--- src/rtl/sb_tx_scheduler_if.sv ---
// Sideband TX scheduler bus: requester handshake, pattern handoff,
// serializer handshake and response-tracking signals.
interface sb_tx_scheduler_if #(
    parameter int NUM_REQ = 3
);
    logic [NUM_REQ-1:0]    i_req_valid;
    logic [64*NUM_REQ-1:0] i_req_packet;
    logic [NUM_REQ-1:0]    i_req_needs_rsp;
    logic [NUM_REQ-1:0]    o_req_ack;
    logic                  i_pattern_req;
    logic                  o_pattern_gnt;
    logic                  i_ser_done;
    logic                  o_packet_valid;
    logic [63:0]           o_packet;
    logic                  i_rsp_received;
    logic                  o_timeout_ctr_start;
    logic [2:0]            o_outstanding_cnt;
    logic                  o_rsp_underflow;
    logic                  o_busy;

    // Scheduler side
    modport master (
        input  i_req_valid, i_req_packet, i_req_needs_rsp, i_pattern_req,
               i_ser_done, i_rsp_received,
        output o_req_ack, o_pattern_gnt, o_packet_valid, o_packet,
               o_timeout_ctr_start, o_outstanding_cnt, o_rsp_underflow, o_busy
    );

    // Requester / serializer side
    modport slave (
        output i_req_valid, i_req_packet, i_req_needs_rsp, i_pattern_req,
               i_ser_done, i_rsp_received,
        input  o_req_ack, o_pattern_gnt, o_packet_valid, o_packet,
               o_timeout_ctr_start, o_outstanding_cnt, o_rsp_underflow, o_busy
    );
endinterface

--- src/rtl/sb_tx_scheduler.sv ---
// Sideband TX scheduler: round-robin arbitration among packet requesters,
// absolute priority for the start-pattern generator, one packet on the line
// until the serializer finishes, then a fixed idle gap. Tracks packets that
// expect a response and kicks the response timeout counter.
module sb_tx_scheduler #(
    parameter int NUM_REQ         = 3,
    parameter int GAP_CYCLES      = 1,
    parameter int MAX_OUTSTANDING = 2
) (
    input  logic                 i_clk,
    input  logic                 i_rst_n,
    sb_tx_scheduler_if.master    bus
);
    localparam int PTR_W = (NUM_REQ > 1) ? $clog2(NUM_REQ) : 1;
    // Gap counter counts down to zero, so it is loaded one short.
    localparam logic [3:0] GAP_LOAD = (GAP_CYCLES > 0) ? 4'(GAP_CYCLES - 1) : 4'd0;
    localparam logic [2:0] MAX_OUT  = 3'(MAX_OUTSTANDING);

    typedef enum logic [1:0] {IDLE, PATTERN, SEND, GAP} state_t;

    state_t             state_q;
    logic [PTR_W-1:0]   ptr_q;
    logic [3:0]         gap_q;
    logic               rsp_flag_q;
    logic [63:0]        packet_q;
    logic               packet_valid_q;
    logic               pattern_gnt_q;
    logic [NUM_REQ-1:0] req_ack_q;
    logic [2:0]         outstanding_q;
    logic               tstart_q;
    logic               underflow_q;

    logic               win_found;
    logic [PTR_W-1:0]   win_idx;
    logic [PTR_W-1:0]   ptr_d;
    logic [63:0]        win_packet;
    logic               win_needs_rsp;
    logic               rsp_inc;
    logic               rsp_dec;

    // Pick the first eligible requester scanning upward from the RR pointer;
    // response-expecting packets are held back once the in-flight limit is hit.
    always_comb begin
        win_found     = 1'b0;
        win_idx       = '0;
        win_packet    = 64'h0;
        win_needs_rsp = 1'b0;
        for (int i = 0; i < NUM_REQ; i++) begin
            int idx;
            idx = int'(ptr_q) + i;
            if (idx >= NUM_REQ) idx = idx - NUM_REQ;
            if (!win_found && bus.i_req_valid[idx] &&
                (!bus.i_req_needs_rsp[idx] || outstanding_q < MAX_OUT)) begin
                win_found     = 1'b1;
                win_idx       = PTR_W'(idx);
                win_packet    = bus.i_req_packet[idx*64 +: 64];
                win_needs_rsp = bus.i_req_needs_rsp[idx];
            end
        end
        ptr_d = (win_idx == PTR_W'(NUM_REQ - 1)) ? '0 : win_idx + 1'b1;
    end

    assign rsp_inc = (state_q == SEND) && bus.i_ser_done && rsp_flag_q;
    assign rsp_dec = bus.i_rsp_received;

    // Line-ownership FSM with registered grant, ack and packet outputs.
    always_ff @(posedge i_clk or negedge i_rst_n) begin
        if (!i_rst_n) begin
            state_q        <= IDLE;
            ptr_q          <= '0;
            gap_q          <= 4'd0;
            rsp_flag_q     <= 1'b0;
            packet_q       <= 64'h0;
            packet_valid_q <= 1'b0;
            pattern_gnt_q  <= 1'b0;
            req_ack_q      <= '0;
        end else begin
            req_ack_q <= '0;
            case (state_q)
                IDLE: begin
                    if (bus.i_pattern_req) begin
                        state_q       <= PATTERN;
                        pattern_gnt_q <= 1'b1;
                    end else if (win_found) begin
                        packet_q       <= win_packet;
                        rsp_flag_q     <= win_needs_rsp;
                        req_ack_q      <= NUM_REQ'(1) << win_idx;
                        ptr_q          <= ptr_d;
                        packet_valid_q <= 1'b1;
                        state_q        <= SEND;
                    end
                end
                PATTERN: begin
                    if (!bus.i_pattern_req) begin
                        pattern_gnt_q <= 1'b0;
                        if (GAP_CYCLES > 0) begin
                            state_q <= GAP;
                            gap_q   <= GAP_LOAD;
                        end else begin
                            state_q <= IDLE;
                        end
                    end
                end
                SEND: begin
                    if (bus.i_ser_done) begin
                        packet_valid_q <= 1'b0;
                        if (GAP_CYCLES > 0) begin
                            state_q <= GAP;
                            gap_q   <= GAP_LOAD;
                        end else begin
                            state_q <= IDLE;
                        end
                    end
                end
                GAP: begin
                    if (gap_q == 4'd0) state_q <= IDLE;
                    else               gap_q   <= gap_q - 4'd1;
                end
                default: state_q <= IDLE;
            endcase
        end
    end

    // Outstanding-response counter; a completion and a response in the same
    // cycle cancel out.
    always_ff @(posedge i_clk or negedge i_rst_n) begin
        if (!i_rst_n) begin
            outstanding_q <= 3'd0;
            tstart_q      <= 1'b0;
            underflow_q   <= 1'b0;
        end else begin
            tstart_q    <= rsp_inc;
            underflow_q <= 1'b0;
            if (rsp_inc && !rsp_dec) begin
                if (outstanding_q < MAX_OUT) outstanding_q <= outstanding_q + 3'd1;
            end else if (rsp_dec && !rsp_inc) begin
                if (outstanding_q == 3'd0) underflow_q   <= 1'b1;
                else                       outstanding_q <= outstanding_q - 3'd1;
            end
        end
    end

    assign bus.o_req_ack           = req_ack_q;
    assign bus.o_pattern_gnt       = pattern_gnt_q;
    assign bus.o_packet_valid      = packet_valid_q;
    assign bus.o_packet            = packet_q;
    assign bus.o_timeout_ctr_start = tstart_q;
    assign bus.o_outstanding_cnt   = outstanding_q;
    assign bus.o_rsp_underflow     = underflow_q;
    assign bus.o_busy              = (state_q != IDLE);
endmodule
--- src/flat_wrapper.sv ---
// flat-port wrapper written by rule: the top's interface ports become plain ports
module sb_tx_scheduler_flat 
#(
    parameter int NUM_REQ         = 3,
    parameter int GAP_CYCLES      = 1,
    parameter int MAX_OUTSTANDING = 2
)
  (i_clk, i_rst_n, bus_i_req_valid, bus_i_req_packet, bus_i_req_needs_rsp, bus_i_pattern_req, bus_i_ser_done, bus_i_rsp_received, bus_o_req_ack, bus_o_pattern_gnt, bus_o_packet_valid, bus_o_packet, bus_o_timeout_ctr_start, bus_o_outstanding_cnt, bus_o_rsp_underflow, bus_o_busy);
  sb_tx_scheduler_if #(.NUM_REQ(NUM_REQ)) bus_i ();
  input  logic i_clk;
  input  logic i_rst_n;
  input wire logic [$bits(bus_i.i_req_valid)-1:0] bus_i_req_valid;
  input wire logic [$bits(bus_i.i_req_packet)-1:0] bus_i_req_packet;
  input wire logic [$bits(bus_i.i_req_needs_rsp)-1:0] bus_i_req_needs_rsp;
  input wire logic [$bits(bus_i.i_pattern_req)-1:0] bus_i_pattern_req;
  input wire logic [$bits(bus_i.i_ser_done)-1:0] bus_i_ser_done;
  input wire logic [$bits(bus_i.i_rsp_received)-1:0] bus_i_rsp_received;
  output wire logic [$bits(bus_i.o_req_ack)-1:0] bus_o_req_ack;
  output wire logic [$bits(bus_i.o_pattern_gnt)-1:0] bus_o_pattern_gnt;
  output wire logic [$bits(bus_i.o_packet_valid)-1:0] bus_o_packet_valid;
  output wire logic [$bits(bus_i.o_packet)-1:0] bus_o_packet;
  output wire logic [$bits(bus_i.o_timeout_ctr_start)-1:0] bus_o_timeout_ctr_start;
  output wire logic [$bits(bus_i.o_outstanding_cnt)-1:0] bus_o_outstanding_cnt;
  output wire logic [$bits(bus_i.o_rsp_underflow)-1:0] bus_o_rsp_underflow;
  output wire logic [$bits(bus_i.o_busy)-1:0] bus_o_busy;
  assign bus_i.i_req_valid = bus_i_req_valid;
  assign bus_i.i_req_packet = bus_i_req_packet;
  assign bus_i.i_req_needs_rsp = bus_i_req_needs_rsp;
  assign bus_i.i_pattern_req = bus_i_pattern_req;
  assign bus_i.i_ser_done = bus_i_ser_done;
  assign bus_i.i_rsp_received = bus_i_rsp_received;
  assign bus_o_req_ack = bus_i.o_req_ack;
  assign bus_o_pattern_gnt = bus_i.o_pattern_gnt;
  assign bus_o_packet_valid = bus_i.o_packet_valid;
  assign bus_o_packet = bus_i.o_packet;
  assign bus_o_timeout_ctr_start = bus_i.o_timeout_ctr_start;
  assign bus_o_outstanding_cnt = bus_i.o_outstanding_cnt;
  assign bus_o_rsp_underflow = bus_i.o_rsp_underflow;
  assign bus_o_busy = bus_i.o_busy;
  sb_tx_scheduler #(.NUM_REQ(NUM_REQ), .GAP_CYCLES(GAP_CYCLES), .MAX_OUTSTANDING(MAX_OUTSTANDING)) u_core (.i_clk(i_clk), .i_rst_n(i_rst_n), .bus(bus_i));
endmodule
--- config.mk ---
export PLATFORM = sky130hd
export DESIGN_NAME = sb_tx_scheduler_flat
export DESIGN_NICKNAME = d
export VERILOG_FILES = /design/src/rtl/sb_tx_scheduler_if.sv /design/src/rtl/sb_tx_scheduler.sv /design/src/flat_wrapper.sv
export SDC_FILE = /design/constraint.sdc
export NUM_CORES = 1
export LEC_CHECK = 0
export ABC_AREA = 1
export CAP_MARGIN = 15
export CORE_AREA = 2 2 166 168
export CTS_BUF_LIST = sky130_fd_sc_hd__clkbuf_2
export DETAILED_ROUTE_END_ITERATION = 16
export DIE_AREA = 0 0 168 170
export HOLD_SLACK_MARGIN = 0.1
export PLACE_DENSITY = 0.64
export SLEW_MARGIN = 15
export SYNTH_ARGS = -nofsm -noshare
export SYNTH_HDL_FRONTEND = slang
export SYNTH_SLANG_ARGS = --single-unit
export TNS_END_PERCENT = 5
--- constraint.sdc ---
create_clock -name i_clk -period 3.74 [get_ports i_clk]
set_clock_uncertainty 0.15 [all_clocks]
set_input_delay 0.561 -clock i_clk [delete_from_list [all_inputs] [get_ports i_clk]]
set_output_delay 0.561 -clock i_clk [all_outputs]
set_load 0.1 [all_outputs]
==> impl_metrics.tcl <==
set metrics [dict create \
    status "completed" \
    drtIter0Drc 1306 \
    insertion_delay_ns 0.60 \
    num_vias 12080 \
    hold_viol 0 \
    root_buffer "clkbuf_2" \
    dp.cells 2097 \
    syn_to_final_growth_pct 31.62 \
    yosysWarningCount 0 \
    wirelength_um 39280 \
    rows 60 \
    grt_pass1_wl_um 61520 \
    synth-seq-cells 83 \
    clkTransAtPathRegs_ns 0.28 \
    grt_pass1_vias 11420 \
    final.fill_count 2758 \
    maxSlewHeadroom_pct 28.15 \
    portBuffers 277 \
    clock_sinks 83 \
    final_core_util_pct 45.83 \
    multi_input_area_mm2 0.006058 \
    worst-setup-path-type "reg2reg" \
    num_io_pins 278 \
    maxCapViolations 0 \
    start_util_pct 34.82 \
    maxSlewViolCount 0 \
    ant_nets 0 \
    hp-class "in2async" \
    syn_area_per_cell_um2 5.799 \
    final_common_cell "nand2_1" \
    cts_inserted_buffers 9 \
    final-setup-viol-count 0 \
    power_leakage_uw 0.005556 \
    period_share_pct 91.82 \
    antenna_found_initial 2 \
    critPathRequiredTime_ns 4.16 \
    dieWidth_um 168 \
    ir_drop_v 0.0005930 \
    synth.distinct_cells 34 \
    die_h_um 170 \
    dp_slack_ns 0.1357 \
    yosys.area.top_type "dfrtp_1" \
    synth_cells 1600 \
    post_cts_buffers 0 \
    die_area_mm2 0.02856 \
    syn-cell-area_mm2 0.009279 \
    synth_top_area_share_pct 22.38 \
    whs_ns 0.3618 \
    setup_tns_ns 0 \
    grt_max_degree 88 \
    gr-total-overflow 0 \
    instances_no_fill 2117 \
    end_kind "register" \
    fin_crit_ns 3.434 \
    crit_arrival_ns 3.86 \
    vias_per_cell 5.704 \
    syn_nets 1816 \
    hpwl_um 25050 \
    h-tree-depth 3 \
    grt_usage_pct 26.89 \
    cp_max_fo 46 \
    ys_seq_area_share_pct 22.38 \
    finalWorstSetupSlack_ns 0.3059 \
    cts_tree "done" \
    globalplace.congestion 0.8087 \
    power_density_mw_per_mm2 987.9 \
    nets 1984 \
    ys_top_cells_by_area "dfrtp_1 (22%), nand2_1 (15%), o21ai_0 (14%), a21oi_1 (8.4%), o22ai_1 (6.0%)" \
    clockBufferDepth 2 \
    final-seq-area_mm2 0.002077 \
    final_cell_mix "nand2_1 (377), clkdlybuf4s50_1 (270), o21ai_0 (260)" \
    routedWlPerCell_um 18.56 \
    startpoint_type "register" \
    drc 0 \
    rsz0062_at_grt "no" \
    tightest_slew_ns 1.074 \
    drive_above_1_share_pct 4.230 \
    core_mm2 0.02665 \
    detail_route.first_pass.iterations 6 \
    fmax_mhz 291.2 \
]
==> final cells by class <==
cell class / instances / share of cell area, %
multi-input cells: 1235 / 49.61
repair buffers: 305 / 24.71
flip-flops and latches: 83 / 17.01
inverters: 134 / 4.200
well taps: 341 / 3.493
clock inverters: 7 / 0.5532
clock buffers: 9 / 0.3688
diodes: 3 / 0.06147
==> kinds of logic (layout without fill, tap and decap cells) <==
family          after synthesis  count (layout)  share of synthesized area [%]
other cells                   0               3                              0
simple gates                652             652                          29.91
flops                        83              83                          22.38
buf+inv                     282             455                          12.94
compound gates              567             567                          32.65
xor+xnor                      3               3                         0.2832
fa+ha+maj                    13              13                          1.834
==> worst max-delay path, stage by stage, from the launching register on <==
cell     delay (ns)
dfrtp_1        0.55
inv_1          0.18
ha_4           0.54
inv_6          0.21
nand2_1        0.11
nand3_1        0.08
nand3_1        0.08
nand2_1        0.08
buf_4          0.27
inv_2          0.24
buf_4          0.45
nand4_1        0.15
nand3_1        0.12
nand2_1        0.06
nand2_1        0.08
==> registers in the layout (all words and copies together), names as in the netlist, 2 cells and up <==
signal and flops:
u_core.bus.o_outstanding_cnt 3, u_core.bus.o_packet 64, u_core.bus.o_req_ack 3, u_core.gap_q 4, u_core.ptr_q 2, u_core.state_q 2
==> power breakdown <==
part	internal (µW)	total (µW)	switching, µW	leakage, µW
clock	152	532	380	0.0000674
combinational	2840	10100	7220	0.00441
sequential	1230	1470	244	0.00108
total	4220	12100	7840	0.00556
==> per-layer routing <==
metal / share of wire [%] / wire, µm / up-vias / track usage (%)
met4: 3.2 / 1272 / 0 / 10.59
met1: 42 / 16440 / 5537 / 35.02
met3: 9.1 / 3591 / 74 / 4.837
li1: - / - / 5789 / -
met2: 46 / 17980 / 675 / 44.25
met5: 0 / 0 / - / 0
==> synthesized netlist by cell type <==
cell	instances
buf_4	11
nand3_1	84
nor2_1	109
o21ai_2	1
nand3_4	1
clkbuf_1	72
o21ai_0	260
nand4_1	65
nor3_1	3
clkinv_1	1
o21ai_1	33
o211ai_2	1
nand2_4	2
dfrtp_1	83
a22oi_1	1
buf_2	50
clkbuf_2	1
xor2_1	3
o22ai_1	89
nand2_2	3
nor2_2	1
ha_1	12
buf_6	5
a21oi_1	156
nand3_2	1
buf_1	9
nor3b_1	1
o221ai_1	1
inv_2	7
nand2_1	379
or2_2	3
a211oi_1	25
fa_1	1
inv_1	126
==> path summary, 6_finish.rpt <==
| check | endpoint | start | cells after the start | slack (ns) |
|---|---|---|---|---|
| max | u_core.bus.o_packet[4] | u_core.ptr_q[1] | 14 | 0.31 |
| min | u_core.bus.o_packet[58] | i_rst_n | 3 | 0.36 |
| max reg2reg | u_core.bus.o_packet[4] | u_core.ptr_q[1] | 14 | 0.31 |
| min reg2reg | u_core.bus.o_packet[44] | u_core.bus.o_packet[44] | 2 | 0.37 |
| max in group asynchronous | u_core.bus.o_packet_valid | i_rst_n | 3 | 2.67 |
| min in group i_clk | u_core.bus.o_packet[44] | u_core.bus.o_packet[44] | 2 | 0.37 |
==> metrics by stage <==
stage	area [µm²]	power, µW
after floorplan	9279	8984
after CTS	12200	12010
final	12210	12070
after global routing	12210	13060
after detailed placement	12080	11450
after global placement	12080	11320
==> timing repair <==
item / CTS / global route
hold endpoints to repair: 83 / 0
resized for setup: 0 / 2
hold buffers: 1 / 0
endpoints found under the setup margin: 0 / 28
(Power assumes the default switching activity.)
